[src/rtl/fifo_drain_arbiter.sv]
// Round-robin drain of NUM_SRC FWFT FIFO read ports into one valid/ready stream.
// Each grant pops up to a clamped burst of words from a single source, then rotates.
module fifo_drain_arbiter #(
    parameter int unsigned NUM_SRC    = 4,
    parameter int unsigned DATA_WIDTH = 32,
    parameter int unsigned MAX_BURST  = 8,
    parameter int unsigned SRC_W      = $clog2(NUM_SRC),
    parameter int unsigned BL_W       = $clog2(MAX_BURST + 1)
) (
    input  logic                          clk,
    input  logic                          rst_n,
    input  logic                          enable,
    input  logic [BL_W-1:0]               burst_len,
    input  logic [NUM_SRC-1:0]            src_empty,
    input  logic [NUM_SRC*DATA_WIDTH-1:0] src_rd_data,
    output logic [NUM_SRC-1:0]            src_rd_en,
    output logic                          out_valid,
    input  logic                          out_ready,
    output logic [DATA_WIDTH-1:0]         out_data,
    output logic [SRC_W-1:0]              out_src,
    output logic                          out_last,
    output logic                          busy
);

    localparam int unsigned IDX_W = SRC_W + 1;

    typedef enum logic [0:0] {StIdle, StBurst} state_e;

    state_e                state_q, state_d;
    logic [SRC_W-1:0]      rr_ptr_q, rr_ptr_d;
    logic [SRC_W-1:0]      gnt_q, gnt_d, gnt_inc;
    logic [BL_W-1:0]       remaining_q, remaining_d, burst_clamped;
    logic                  out_valid_q;
    logic [DATA_WIDTH-1:0] out_data_q, gnt_data;
    logic [SRC_W-1:0]      out_src_q;
    logic                  out_last_q;
    logic                  can_load, pop, found;
    logic [SRC_W-1:0]      rr_pick;
    logic [IDX_W-1:0]      idx;

    always_comb begin
        if (burst_len == '0) begin
            burst_clamped = BL_W'(1);
        end else if (burst_len > BL_W'(MAX_BURST)) begin
            burst_clamped = BL_W'(MAX_BURST);
        end else begin
            burst_clamped = burst_len;
        end
    end

    // First non-empty source at or after rr_ptr, wrapping modulo NUM_SRC.
    always_comb begin
        rr_pick = rr_ptr_q;
        found   = 1'b0;
        idx     = '0;
        for (int unsigned i = 0; i < NUM_SRC; i++) begin
            idx = {1'b0, rr_ptr_q} + IDX_W'(i);
            if (idx >= IDX_W'(NUM_SRC)) begin
                idx = idx - IDX_W'(NUM_SRC);
            end
            if (!found && !src_empty[idx[SRC_W-1:0]]) begin
                found   = 1'b1;
                rr_pick = idx[SRC_W-1:0];
            end
        end
    end

    assign gnt_inc  = (gnt_q == SRC_W'(NUM_SRC - 1)) ? '0 : gnt_q + SRC_W'(1);
    assign gnt_data = src_rd_data[int'(gnt_q) * DATA_WIDTH +: DATA_WIDTH];
    assign can_load = !out_valid_q || out_ready;
    assign pop      = (state_q == StBurst) && !src_empty[gnt_q] && can_load;

    always_comb begin
        src_rd_en = '0;
        if (pop) begin
            src_rd_en[gnt_q] = 1'b1;
        end
    end

    always_comb begin
        state_d     = state_q;
        rr_ptr_d    = rr_ptr_q;
        gnt_d       = gnt_q;
        remaining_d = remaining_q;
        case (state_q)
            StIdle: begin
                if (enable && found) begin
                    gnt_d       = rr_pick;
                    remaining_d = burst_clamped;
                    state_d     = StBurst;
                end
            end
            StBurst: begin
                // Empty is only acted on when a word could have been taken.
                if (can_load) begin
                    if (src_empty[gnt_q]) begin
                        state_d     = StIdle;
                        rr_ptr_d    = gnt_inc;
                        remaining_d = '0;
                    end else begin
                        remaining_d = remaining_q - BL_W'(1);
                        if (remaining_q == BL_W'(1)) begin
                            state_d  = StIdle;
                            rr_ptr_d = gnt_inc;
                        end
                    end
                end
            end
            default: state_d = StIdle;
        endcase
    end

    always_ff @(posedge clk or negedge rst_n) begin
        if (!rst_n) begin
            state_q     <= StIdle;
            rr_ptr_q    <= '0;
            gnt_q       <= '0;
            remaining_q <= '0;
            out_valid_q <= 1'b0;
            out_data_q  <= '0;
            out_src_q   <= '0;
            out_last_q  <= 1'b0;
        end else begin
            state_q     <= state_d;
            rr_ptr_q    <= rr_ptr_d;
            gnt_q       <= gnt_d;
            remaining_q <= remaining_d;
            if (pop) begin
                out_valid_q <= 1'b1;
                out_data_q  <= gnt_data;
                out_src_q   <= gnt_q;
                out_last_q  <= (remaining_q == BL_W'(1));
            end else if (out_ready) begin
                out_valid_q <= 1'b0;
            end
        end
    end

    assign out_valid = out_valid_q;
    assign out_data  = out_data_q;
    assign out_src   = out_src_q;
    assign out_last  = out_last_q;
    assign busy      = (state_q == StBurst) || out_valid_q;

endmodule

[config.mk]
export PLATFORM = sky130hd
export DESIGN_NAME = fifo_drain_arbiter
export DESIGN_NICKNAME = d
export VERILOG_FILES = /design/src/rtl/fifo_drain_arbiter.sv
export SDC_FILE = /design/constraint.sdc
export NUM_CORES = 1
export LEC_CHECK = 0
export CORE_MARGIN = 2
export CORE_UTILIZATION = 33
export CTS_BUF_LIST = sky130_fd_sc_hd__clkbuf_16
export DETAILED_ROUTE_END_ITERATION = 16
export PLACE_DENSITY = 0.8
export SYNTH_ARGS = -nofsm -noshare
export SYNTH_HDL_FRONTEND = slang
export SYNTH_SLANG_ARGS = --single-unit
export TNS_END_PERCENT = 10
[constraint.sdc]
create_clock -name clk -period 2.1 [get_ports clk]
set_input_delay 0.525 -clock clk [delete_from_list [all_inputs] [get_ports clk]]
set_output_delay 0.525 -clock clk [all_outputs]
set_load 0.05 [all_outputs]
==> results of run 1 <==
[sequential cells by signal (all words and copies together), names as in the netlist]
register,cells
out_last,1
out_src,2
gnt_q,2
out_data,32
rr_ptr_q,2
state_q,1
remaining_q,4
out_valid,1
[cell usage after synthesis]
cell type  instances
mux4_2            32
nand2b_1           5
clkbuf_1           3
o31ai_1            1
mux2i_1            1
and2_1             5
nand4_1            1
nand2_1            5
nand3b_1           2
nor2b_1            2
inv_1              6
o211ai_1           2
buf_6              3
o21a_1             1
nor2_1             6
a21oi_1            2
dfrtp_1           45
o22ai_1            1
a22o_1             3
ha_1               6
mux2_2            36
o2111ai_1          1
nor2_4             1
buf_4              2
buf_2              4
buf_1              1
a2bb2oi_1          2
a221o_1            1
a31oi_1            1
nor3b_1            1
mux4_1             1
nor3_1             1
o21ai_0            7
or2_2              1
[path summary, 6_finish.rpt]
| path | endpoint | slack (ps) | startpoint |
|---|---|---|---|
| worst min register to register | out_src[0] | 510 | out_src[0] |
| worst min-delay path | remaining_q[0] | 80 | rst_n |
| worst max register to register | out_data[30] | 100 | gnt_q[0] |
| max in group asynchronous | out_data[19] | 1510 | rst_n |
| min in group clk | out_src[0] | 510 | out_src[0] |
| worst max-delay path | src_rd_en[0] | -100 | src_empty[2] |
[placed cells by master, fill, tap and decap left out, drive strengths merged]
| master | n |
|---|---|
| bufinv | 2 |
| or2 | 1 |
| a221o | 1 |
| mux2 | 36 |
| a31oi | 1 |
| o31ai | 1 |
| nand2 | 5 |
| nand2b | 5 |
| clkbuf | 8 |
| nor3b | 1 |
| a21oi | 2 |
| nor2 | 7 |
| dfrtp | 45 |
| o2111ai | 1 |
| nor2b | 2 |
| ha | 6 |
| nand3b | 2 |
| a2bb2oi | 2 |
| clkdlybuf4s15 | 2 |
| mux4 | 33 |
| and2 | 5 |
| clkinv | 1 |
| inv | 6 |
| nor3 | 1 |
| nand4 | 1 |
| o21a | 1 |
| o22ai | 1 |
| o21ai | 7 |
| mux2i | 1 |
| a22o | 3 |
| o211ai | 2 |
| buf | 24 |
| clkdlybuf4s50 | 169 |
[critical path: stages]
cell             delay (ps)
clkdlybuf4s15_1         180
mux4_2                  520
nor2_4                  160
and2_4                  170
buf_12                  130
[layer usage]
metal | routed length [µm] | vias up | part of all wire | GRT usage
met2 | 4640 | 87 | 0.56 | 0.340
met5 | 0 | - | 0 | 0
met3 | 551 | 2 | 0.066 | 0.0399
li1 | - | 1126 | - | -
met1 | 3150 | 1192 | 0.38 | 0.192
met4 | 19 | 0 | 0.0023 | 0.0250
[what timing repair did]
action / 4_1_cts / 5_1_grt
gates resized for setup: 8 / 3
setup endpoints to repair: 30 / 19
setup buffers: 1 / 2
pin swaps: 2 / 3
gates cloned: 0 / 1
[power by group]
group / total (W) / switching (W) / leakage (nW) / internal [W]
Combinational: 0.00498 / 0.00262 / 1.37 / 0.00235
Clock: 0.000990 / 0.000311 / 0.0938 / 0.000679
Sequential: 0.00162 / 0.000296 / 0.532 / 0.00133
[cell families (layout without fill, tap and decap cells)]
| group | Yosys count | count (layout) | share of synthesized area |
|---|---|---|---|
| AOI/OAI and AO/OA | 22 | 22 | 0.0539 |
| adders and majority gates | 6 | 6 | 0.0269 |
| buffers and inverters | 19 | 212 | 0.0381 |
| DFF | 45 | 45 | 0.404 |
| muxes | 70 | 70 | 0.417 |
| and+or+nand+nor | 30 | 30 | 0.0601 |
[through the flow]
stage	hold slack [ps]	TNS (ps)	instance area [µm²]
after floorplan	229	-423	2800
after global placement	374	-13230	4800
after global routing	74.8	-606	5030
final	78.2	-402	5030
after CTS	73.1	-621	4990
after detailed placement	376	-14400	4800
[layout make-up]
| class | instances | area, µm² | area share |
|---|---|---|---|
| Sequential cell | 45 | 1130 | 0.224 |
| Clock buffer | 5 | 125 | 0.0249 |
| Tap cell | 105 | 131 | 0.0261 |
| Clock inverter | 3 | 65.1 | 0.0129 |
| Inverter | 6 | 22.5 | 0.00448 |
| Timing Repair Buffer | 198 | 1990 | 0.395 |
| Multi-Input combinational cell | 128 | 1570 | 0.312 |
==> impl_metrics.yaml, run 1 <==
status:
  status: "complete, but fails checks"
  violations: "setup timing"
grt:
  grt_pass1_wl_mm: 12.3
  grt_max_degree: 38
  grt_usage: 0.173
  overflow: 0
  grt_pass1_vias: 2639
  antenna_found_initial: 0
floorplan:
  dieArea_um2: 9200
  start_util: 0.339
  pin_count: 181
  die_h_um: 95.9
  die_w_um: 95.9
  coreArea_um2: 8220
  row_count: 33
pwr:
  powerDensity_nw_per_um2: 1510
  leakage_nw: 2.00
  peakVddDrop_mv: 1.18
  p_total_w: 0.00759
synthesis:
  yosysTopAreaCell: "dfrtp_1"
  yosys.area.top_type_share: 0.404
  synth_area_leaders: "dfrtp_1 (40%), mux4_2 (26%), mux2_2 (15%), ha_1 (2.7%), o21ai_0 (1.3%)"
  seq_area_frac_synth: 0.404
  syn_area_per_cell_um2: 14.5
  synth.distinct_cells: 34
  ys_ff_latch: 45
  synth_warnings: 0
  synthCells: 192
  synth_fp_nets: 338
  syn_area_um2: 2790
critical_path:
  cp-end-kind: "primary output"
  arrival_ps: 1680
  crit_path_max_fanout: 5
  worst_r2r_path_depth: 5
  required_ps: 1570
  worstSetupStartpointType: "primary input"
  crit_type: "in -> out"
placed_design:
  dp_hpwl_mm: 6.74
  dp_cells: 478
  port_buffers: 180
  finalWeightedCongestion: 0.748
  post-place-ws_ps: -372
cts:
  cts_tree: "done"
  numCtsBuffers: 5
  root_buffer: "clkbuf_16"
  cts.sink_count: 45
  cts_hold_buf: 0
  cts_max_path_buffers: 2
  clk_pin_slew_ps: 60
  h-tree-depth: 2
  clock_latency_ps: 280
worst_hold_path:
  hold_path_class: "in -> async"
sta:
  worst_slack_ps: -102
  hold_violations: 0
  post-route-min-period_ps: 2200
  tightest_slew_ps: 538
  rsz0062_at_grt: "true"
  setup_viol: 4
  report.final.slew_viol_count: 0
  fin_skew_ps: 4.38
  post-route-period-util: 1.05
  fmax_ghz: 0.454
  timing.slew.headroom: 0.640
route:
  vias: 2407
  drc: 0
  post_drt_wl_per_cell_um: 17.1
  dr.pass1.iters: 4
  via_per_inst: 4.91
  ant_nets: 0
  wl_mm: 8.36
  initialDrtViolationCount: 60
final_layout:
  layout.cells.non_filler: 490
  antenna-diode-count: 0
  nFillCells: 660
  drive_above_1_share: 0.288
  final_net_count: 530
  area_growth_pct: 80.3
  finalCoreUtilization: 0.612
job:
  drv_cap: 0
Note: power is estimated with default switching activity, not from simulation.
==> run 2: changes to the inputs <==
--- a/config.mk
+++ b/config.mk
@@ -5,11 +5,11 @@
 export SDC_FILE = /design/constraint.sdc
 export NUM_CORES = 1
 export LEC_CHECK = 0
-export CORE_MARGIN = 2
-export CORE_UTILIZATION = 33
+export CORE_UTILIZATION = 57
 export CTS_BUF_LIST = sky130_fd_sc_hd__clkbuf_16
 export DETAILED_ROUTE_END_ITERATION = 16
-export PLACE_DENSITY = 0.8
+export DONT_BUFFER_PORTS = 1
+export PLACE_DENSITY = 0.78
 export SYNTH_ARGS = -nofsm -noshare
 export SYNTH_HDL_FRONTEND = slang
 export SYNTH_SLANG_ARGS = --single-unit
==> run 2 against run 1 <==
The run still ends with setup timing left. Clock power decreased by 24%. Via count fell by 23%. Non-clock buffer count fell by 186. Sequential power is 78% higher. Sequential cell count stayed put. Count of clock-buffer cells in the layout did not move. Clock skew grew 3.7 ps. Worst hold slack improved by 1.0 ps. Total power down 17%. Routed wire length shrank 20%. Sequential share of layout area grew 14 points. Critical path depth down 2.
==> impl_metrics.yaml, run 2 (synthesis gave the netlist of run 1 again) <==
pwr:
  peakVddDrop_mv: 1.02
  powerDensity_nw_per_um2: 2030
  leakage_nw: 1.24
floorplan:
  die_h_um: 71.9
  pin_count: 181
  row_count: 25
  coreArea_um2: 4720
  die_w_um: 71.9
  start_util: 0.590
  dieArea_um2: 5170
route:
  top_layer: "met4"
  wl_met3_um: 537
  post_drt_wl_per_cell_um: 25.1
  ant_nets: 0
  via_per_inst: 6.95
  wl_met1_mm: 2.45
  wl_mm: 6.68
  vias: 1848
  initialDrtViolationCount: 118
  met2_wirelength_mm: 3.61
  drc: 0
  dr.pass1.iters: 4
sta:
  fin_skew_ps: 8.10
  fmax_ghz: 0.461
  setup_viol: 4
  post-route-period-util: 1.03
  tightest_slew_ps: 521
  rsz0062_at_grt: "true"
  worst_slack_ps: -68.8
  hold_violations: 0
  fin_setup_tns_ps: -265
  timing.slew.headroom: 0.653
  report.final.slew_viol_count: 0
  post-route-min-period_ps: 2170
grt:
  grt_pass1_wl_mm: 9.56
  grt_max_degree: 46
  antenna_found_initial: 0
  grt_pass1_vias: 1942
  overflow: 0
  grt_usage: 0.247
cts:
  clk_pin_slew_ps: 60
  cts.sink_count: 45
  cts_tree: "done"
  root_buffer: "clkbuf_16"
  clock_latency_ps: 280
  numCtsBuffers: 5
  h-tree-depth: 2
  cts_max_path_buffers: 2
critical_path:
  crit_chain: "mux4_2 -> nor2_4 -> and2_4"
  worstSetupEndpoint: "src_rd_en[0]"
  reg2reg_slack_ps: 110
  critical_path_depth: 3
  crit_type: "reg -> out"
  worstSetupStartpointType: "flop"
  cpPeakStageDelay_ps: 550
  cp-end-kind: "primary output"
  crit_path_max_fanout: 6
  required_ps: 1570
  worst_r2r_path_depth: 6
  startpoint: "gnt_q[0]"
  cp_top_family: "multiplexers"
  cp_slowest_cell: "mux4_2"
  timing.rr.end: "out_data[20]"
  cp_num_buf_inv: 0
  arrival_ps: 1640
  regToRegStartpoint: "gnt_q[0]"
placed_design:
  port_buffers: 0
  placed_area_um2: 2860
  post-place-ws_ps: 113
  dp_hpwl_mm: 4.99
  finalWeightedCongestion: 0.799
worst_hold_path:
  hold_path_class: "in -> async"
final_layout:
  drive_above_1_share: 0.472
  final_area_um2: 3090
  largest_reg_flops: 32
  antenna-diode-count: 0
  finalCoreUtilization: 0.654
  nFillCells: 340
  layout_commonest_cell: "dfrtp_1"
  final_net_count: 344
  area_growth_pct: 10.8
  final_cell_mix: "dfrtp_1 (44), mux2_2 (36), mux4_2 (32)"
job:
  drv_cap: 0
status:
  status: "complete, but fails checks"
  violations: "setup timing"
-- run 2: what timing repair did --
action	4_1_cts	5_1_grt
pin swaps	3	4
cloned	0	1
endpoints found under the setup margin	4	4
setup buffers	2	1
hold endpoints to repair	45	0
resized for setup	0	2
hold buffers	1	0
-- run 2: how the worst min path moves through the flow --
| stage | cells after the start | end |
|---|---|---|
| 2_1_floorplan | 0 | gnt_q[0] |
| 3_3_place_gp | 0 | out_data[26] |
| 3_5_place_dp | 0 | out_src[1] |
| 4_1_cts | 1 | remaining_q[3] |
| 5_1_grt | 1 | out_data[31] |
| 6_report | 1 | out_src[1] |
-- run 2: layout make-up --
type,count,area (µm²),share of cell area
clock buffers,5,125,0.0405
clock inverters,3,13.8,0.00446
inverters,6,22.5,0.00729
multi-input cells,128,1570,0.507
flip-flops and latches,45,1130,0.365
well taps,67,83.8,0.0271
repair buffers,12,151,0.0490
-- run 2: per-layer routing --
| layer | vias up | track usage |
|---|---|---|
| met5 | - | 0 |
| met4 | 0 | 0.0741 |
| met3 | 9 | 0.0472 |
| met2 | 121 | 0.443 |
| met1 | 957 | 0.304 |
| li1 | 761 | - |
-- run 2: power breakdown --
part | internal, W | switching (W) | total (W)
sequential | 0.00130 | 0.00158 | 0.00288
clock | 0.000432 | 0.000316 | 0.000748
combinational | 0.00150 | 0.00114 | 0.00264
total | 0.00323 | 0.00304 | 0.00627
-- run 2: through the flow --
stage,instances,power [W],hold WS (ps)
floorplan,192,0.00496,229
global placement,253,0.00524,230
detailed placement,253,0.00539,230
CTS,264,0.00619,86.0
global route,266,0.00657,90.2
finish,266,0.00627,79.2
